### src/rtl/fip_pkg.sv
// Shared Q16.16 fixed-point constants, types and dot3 FSM state for the fip_32 datapath.
package fip_pkg;
  localparam int INT_BITS  = 16;
  localparam int FRAC_BITS = 16;
  localparam int WIDTH     = INT_BITS + FRAC_BITS;
  localparam int PROD_W    = 2 * WIDTH;
  localparam int TERM_W    = 2 * WIDTH - FRAC_BITS;
  localparam int ACC_W     = 2 * WIDTH + 2;

  typedef logic signed [WIDTH-1:0] fip_t;

  localparam fip_t FIP_MAX = 32'sh7FFF_FFFF;
  localparam fip_t FIP_MIN = 32'sh8000_0000;
  localparam fip_t FIP_ONE = 32'sh0001_0000;

  typedef enum logic [1:0] {
    ST_IDLE = 2'd0,
    ST_MUL  = 2'd1,
    ST_DONE = 2'd2
  } dot3_state_t;
endpackage

### src/rtl/fip_32_dot3_if.sv
// Operand/result handshake bundle for fip_32_dot3 (master = producer/consumer side, slave = dot3 core).
interface fip_32_dot3_if;
  import fip_pkg::*;

  logic in_valid;
  logic in_ready;
  fip_t a_x, a_y, a_z;
  fip_t b_x, b_y, b_z;
  logic out_valid;
  logic out_ready;
  fip_t result;
  logic overflow;

  modport master (
    output in_valid, a_x, a_y, a_z, b_x, b_y, b_z, out_ready,
    input  in_ready, out_valid, result, overflow
  );

  modport slave (
    input  in_valid, a_x, a_y, a_z, b_x, b_y, b_z, out_ready,
    output in_ready, out_valid, result, overflow
  );
endinterface

### src/rtl/fip_32_mul_shift.sv
// Combinational Q16.16 multiply with rescale; FIP_ROUND_EN selects round-half-up instead of truncation.
module fip_32_mul_shift
  import fip_pkg::*;
(
  input  fip_t                     i_a,
  input  fip_t                     i_b,
  output logic signed [TERM_W-1:0] o_term
);
  localparam logic signed [PROD_W-1:0] RND_HALF = PROD_W'(1) << (FRAC_BITS - 1);

  logic signed [PROD_W-1:0] w_prod;
  logic signed [PROD_W-1:0] w_adj;

  assign w_prod = PROD_W'(i_a) * PROD_W'(i_b);

`ifdef FIP_ROUND_EN
  assign w_adj = w_prod + RND_HALF;
`else
  assign w_adj = w_prod;
`endif

  // The shifted product of two 32-bit operands always fits in TERM_W bits.
  assign o_term = TERM_W'(w_adj >>> FRAC_BITS);
endmodule

### src/rtl/fip_32_dot3.sv
// Sequential Q16.16 3-component dot product: one shared multiplier, wide accumulator, saturated output.
// Optional build macro FIP_ROUND_EN (see fip_32_mul_shift) switches term rounding to round-half-up.
module fip_32_dot3
  import fip_pkg::*;
(
  input  logic          clk,
  input  logic          reset,
  fip_32_dot3_if.slave  bus
);
  localparam logic signed [ACC_W-1:0] SAT_HI = ACC_W'(FIP_MAX);
  localparam logic signed [ACC_W-1:0] SAT_LO = ACC_W'(FIP_MIN);

  dot3_state_t              r_state;
  logic                     r_in_ready;
  logic                     r_out_valid;
  fip_t                     r_result;
  logic                     r_overflow;
  logic signed [ACC_W-1:0]  r_acc;
  logic [1:0]               r_idx;
  fip_t                     r_ax, r_ay, r_az;
  fip_t                     r_bx, r_by, r_bz;

  fip_t                     w_op_a;
  fip_t                     w_op_b;
  logic signed [TERM_W-1:0] w_term;
  logic signed [ACC_W-1:0]  w_sum;
  logic [WIDTH:0]           w_sat;

  function automatic logic [WIDTH:0] sat_fip(input logic signed [ACC_W-1:0] s);
    if (s > SAT_HI) return {1'b1, FIP_MAX};
    if (s < SAT_LO) return {1'b1, FIP_MIN};
    return {1'b0, fip_t'(s)};
  endfunction

  always_comb begin
    w_op_a = r_ax;
    w_op_b = r_bx;
    case (r_idx)
      2'd1: begin w_op_a = r_ay; w_op_b = r_by; end
      2'd2: begin w_op_a = r_az; w_op_b = r_bz; end
      default: begin end
    endcase
  end

  fip_32_mul_shift u_mul (
    .i_a    (w_op_a),
    .i_b    (w_op_b),
    .o_term (w_term)
  );

  assign w_sum = r_acc + ACC_W'(w_term);
  assign w_sat = sat_fip(w_sum);

  always_ff @(posedge clk) begin
    if (reset) begin
      r_state     <= ST_IDLE;
      r_in_ready  <= 1'b1;
      r_out_valid <= 1'b0;
      r_result    <= '0;
      r_overflow  <= 1'b0;
      r_acc       <= '0;
      r_idx       <= '0;
    end else begin
      case (r_state)
        ST_IDLE: begin
          if (bus.in_valid) begin
            r_ax       <= bus.a_x;
            r_ay       <= bus.a_y;
            r_az       <= bus.a_z;
            r_bx       <= bus.b_x;
            r_by       <= bus.b_y;
            r_bz       <= bus.b_z;
            r_acc      <= '0;
            r_idx      <= '0;
            r_in_ready <= 1'b0;
            r_state    <= ST_MUL;
          end
        end
        ST_MUL: begin
          r_acc <= w_sum;
          r_idx <= r_idx + 2'd1;
          // The third term goes straight into the saturated result on the same edge.
          if (r_idx == 2'd2) begin
            r_result    <= fip_t'(w_sat[WIDTH-1:0]);
            r_overflow  <= w_sat[WIDTH];
            r_out_valid <= 1'b1;
            r_state     <= ST_DONE;
          end
        end
        ST_DONE: begin
          if (bus.out_ready) begin
            r_out_valid <= 1'b0;
            r_in_ready  <= 1'b1;
            r_state     <= ST_IDLE;
          end
        end
        default: begin
          r_in_ready  <= 1'b1;
          r_out_valid <= 1'b0;
          r_state     <= ST_IDLE;
        end
      endcase
    end
  end

  assign bus.in_ready  = r_in_ready;
  assign bus.out_valid = r_out_valid;
  assign bus.result    = r_result;
  assign bus.overflow  = r_overflow;
endmodule

### src/flat_wrapper.sv
// flat-port wrapper written by rule: the top's interface ports become plain ports
module fip_32_dot3_flat import fip_pkg::*;
  (clk, reset, bus_in_valid, bus_a_x, bus_a_y, bus_a_z, bus_b_x, bus_b_y, bus_b_z, bus_out_ready, bus_in_ready, bus_out_valid, bus_result, bus_overflow);
  fip_32_dot3_if bus_i ();
  input  logic clk;
  input  logic reset;
  input wire logic [$bits(bus_i.in_valid)-1:0] bus_in_valid;
  input wire logic [$bits(bus_i.a_x)-1:0] bus_a_x;
  input wire logic [$bits(bus_i.a_y)-1:0] bus_a_y;
  input wire logic [$bits(bus_i.a_z)-1:0] bus_a_z;
  input wire logic [$bits(bus_i.b_x)-1:0] bus_b_x;
  input wire logic [$bits(bus_i.b_y)-1:0] bus_b_y;
  input wire logic [$bits(bus_i.b_z)-1:0] bus_b_z;
  input wire logic [$bits(bus_i.out_ready)-1:0] bus_out_ready;
  output wire logic [$bits(bus_i.in_ready)-1:0] bus_in_ready;
  output wire logic [$bits(bus_i.out_valid)-1:0] bus_out_valid;
  output wire logic [$bits(bus_i.result)-1:0] bus_result;
  output wire logic [$bits(bus_i.overflow)-1:0] bus_overflow;
  assign bus_i.in_valid = bus_in_valid;
  assign bus_i.a_x = bus_a_x;
  assign bus_i.a_y = bus_a_y;
  assign bus_i.a_z = bus_a_z;
  assign bus_i.b_x = bus_b_x;
  assign bus_i.b_y = bus_b_y;
  assign bus_i.b_z = bus_b_z;
  assign bus_i.out_ready = bus_out_ready;
  assign bus_in_ready = bus_i.in_ready;
  assign bus_out_valid = bus_i.out_valid;
  assign bus_result = bus_i.result;
  assign bus_overflow = bus_i.overflow;
  fip_32_dot3 u_core (.clk(clk), .reset(reset), .bus(bus_i));
endmodule
### config.mk
export PLATFORM = sky130hd
export DESIGN_NAME = fip_32_dot3_flat
export DESIGN_NICKNAME = d
export VERILOG_FILES = /design/src/rtl/fip_pkg.sv /design/src/rtl/fip_32_dot3_if.sv /design/src/rtl/fip_32_mul_shift.sv /design/src/rtl/fip_32_dot3.sv /design/src/flat_wrapper.sv
export SDC_FILE = /design/constraint.sdc
export NUM_CORES = 2
export LEC_CHECK = 0
export CAP_MARGIN = 5
export CORE_ASPECT_RATIO = 0.75
export CORE_MARGIN = 4
export CORE_UTILIZATION = 55
export CTS_CLUSTER_SIZE = 12
export DETAILED_ROUTE_END_ITERATION = 10
export GPL_ROUTABILITY_DRIVEN = 0
export GPL_TIMING_DRIVEN = 0
export MAX_ROUTING_LAYER = met4
export PLACE_DENSITY = 0.82
export SKIP_CTS_REPAIR_TIMING = 1
export SLEW_MARGIN = 25
export SYNTH_ARGS = -nofsm -noshare
export SYNTH_HDL_FRONTEND = slang
export SYNTH_SLANG_ARGS = --single-unit
### constraint.sdc
create_clock -name clk -period 63.3 [get_ports clk]
set_clock_uncertainty 0.1 [all_clocks]
set_input_delay 18.99 -clock clk [delete_from_list [all_inputs] [get_ports clk]]
set_output_delay 18.99 -clock clk [all_outputs]
set_load 0.1 [all_outputs]
==> impl_metrics.ini <==
[run_status]
outcome = finished, final reports clean

[job]
timing.max_cap.violations = 0

[sta]
rsz0062_at_grt = no
setup_viol = 0
timing.slew.headroom_pct = 9.99
worst_pin_slew_ps = 1340
final_max_slew_viol_count = 0
fmax_mhz = 44.0
timing.final.hold_violations = 0
fin_crit_sh_pct = 35.9
tns_ps = 0
period_needed_ps = 22710

[worst_hold_path]
min_path_type = reg2reg
holdPathStages = 2

[cts]
cts_root_buf = clkbuf_16
clkLatencyLatePin_ps = 630
clock-sinks = 297
cts_max_level = 1
cts_buffers = 30
cts_tree = yes
clockBufferDepth = 3
clkTransAtPathRegs_ps = 60

[critical_path]
regToRegStartpoint = u_core.r_idx[0]
start_kind = input port
cp_data_required_time_ps = 63490
startpoint = reset
ff2ff_setup_slack_ps = 45740
critPathMaxFanout = 11
crit_type = in2reg
cp-end-kind = register
reg2reg_depth = 51
endpoint = u_core.r_az[1]
r2r-end = u_core.bus.result[7]
crit_arrival_ps = 22900

[routing]
viasPerCell = 6.21
drc_errors = 0
via_count = 41500
routedWlPerCell_um = 26.2
first_pass_iters = 9
drtIter0Drc = 6174
ant_nets = 0
wl_um = 175000

[final_layout]
register_area_um2 = 7870
nNetsFinal = 6995
fill_cells = 6821
drive_gt1_share_pct = 3.13
multi_input_area_um2 = 36600
syn2layout_area_growth_pct = 10.4

[yosys]
synth_cell_type_count = 75
synth_top_family_by_area = adder cells
yosysMostFrequentCell = fa_1
synth-compound-area-share_pct = 9.22
yosys-top-cells-area = fa_1 (44%), edfxtp_1 (12%), inv_1 (7.5%)
yosys.area_share.simple_pct = 12.4
syn_inst = 5178
async_flop_share_pct = 0
synth-xor-area-share_pct = 2.24
synth_edf_count = 192
synth-warning-count = 0
yosys.area.top_type_share_pct = 44.1
syn_area_um2 = 49100
ys_seq_elements = 297
syn_avg_cell_area_um2 = 9.49
yosysSeqAreaShare_pct = 16.0
synth_ff_type = edfxtp_1
yosys.area.top_type = fa_1
synth_adder_area_share_pct = 50.4
yosys-top-cells-count = fa_1 (1,082), inv_1 (985), nand2_1 (739)
syn_nets = 6704
synthMuxAreaShare_pct = 0

[grt]
antenna_found_initial = 16
overflow = 0
grt_pass1_vias = 42800
grt_max_degree = 22
grt_pass1_wl_um = 262000
globalRouteTotalUtil_pct = 38.6

[floorplanning]
die_y_um = 267
die_area_um2 = 94200
initial_core_util_pct = 55.8
ios = 231
rows = 94
die_w_um = 353
core_area_um2 = 88100

[place]
hpwl_um = 146000
portBuffers = 229
-- routing by layer --
layer | vias up | wire length [um] | global-route usage [%]
li1 | 16500 | - | -
met1 | 20300 | 59000 | 46.5
met2 | 3715 | 68800 | 51.4
met3 | 945 | 34000 | 21.3
met4 | 0 | 13200 | 21.0
met5 | - | 0 | -
-- logic make-up (layout without fill, tap and decap cells) --
group           Yosys count  in the layout
simple gates           1519           1519
fa+ha+maj              1330           1330
buf+inv                1251           1565
compound gates          658            658
flops                   297            297
xor+xnor                123            123
other cells               0             31
-- final cells by class --
cell class / count / share of cell area (%)
inverter: 985 / 6.82
multi-input combinational: 3630 / 67.5
timing repair buffer: 259 / 4.73
clock buffer: 48 / 1.55
clock inverter: 7 / 0.164
antenna: 31 / 0.143
tap: 1152 / 2.66
sequential: 297 / 14.5
buffer: 266 / 1.95
-- worst min path at each step --
stage,startpoint,to,slack [ps]
detailed placement,u_core.bus.result[0],u_core.bus.result[0],350
global placement,u_core.bus.out_valid,u_core.bus.out_valid,350
global route,u_core.bus.result[1],u_core.bus.result[1],390
CTS,u_core.bus.result[0],u_core.bus.result[0],360
finish,u_core.bus.result[0],u_core.bus.result[0],360
floorplan,u_core.r_acc[58],u_core.r_acc[58],360
-- stage by stage --
stage	utilization [%]	hold WS [ps]	std cells	setup WS (ps)	instance area, um^2
floorplan	-	361	5178	29790	49100
global placement	60.0	346	6559	25000	52800
detailed placement	60.4	350	6588	40030	53200
CTS	61.5	358	6643	40620	54100
global route	61.6	387	6671	40370	54200
finish	61.6	358	6675	40590	54200
-- registers in the layout, summed over array words and instances, names as in the netlist --
signal	flops
u_core.r_acc	66
u_core.bus.result	32
u_core.r_ax	32
u_core.r_ay	32
u_core.r_az	32
u_core.r_bx	32
u_core.r_by	32
u_core.r_bz	32
u_core.r_idx	2
u_core.r_state	2
u_core.bus.in_ready	1
u_core.bus.out_valid	1
u_core.bus.overflow	1
-- worst max-delay path, cell delays in order --
cell and delay, ps:
clkbuf_1 210, clkbuf_1 360, nor3_2 590, buf_6 220, buf_6 150, buf_4 170, buf_4 200, buf_4 210
buf_6 160, buf_4 200, buf_4 220, buf_4 220, buf_4 210, buf_6 170, buf_4 180, buf_4 200
buf_4 210
-- placed cells by master (no fill, tap or decap), drive strengths merged, types with 6 or more instances in the layout --
master,netlist,layout
fa,1082,1082
inv,985,985
nand2,739,739
nor2,613,613
clkbuf,225,274
ha,248,248
clkdlybuf4s50,0,229
edfxtp,192,192
a21oi,152,152
o21ai,128,128
a22oi,123,123
dfxtp,105,105
xnor2,87,87
buf,41,70
o21a,67,67
a21o,53,53
a211oi,41,41
xor2,35,35
nand4,32,32
diode,0,31
o21bai,28,28
nand3,26,26
and2,22,22
nor2b,19,19
nor3,16,16
nand2b,15,15
a31oi,11,11
o211ai,10,10
nor4,9,9
and3,7,7
a221oi,6,6
o31ai,6,6
clkinv,0,6
Power is not shown: default switching activity piles up to over one toggle a cycle in this logic, so the estimate is an artifact.
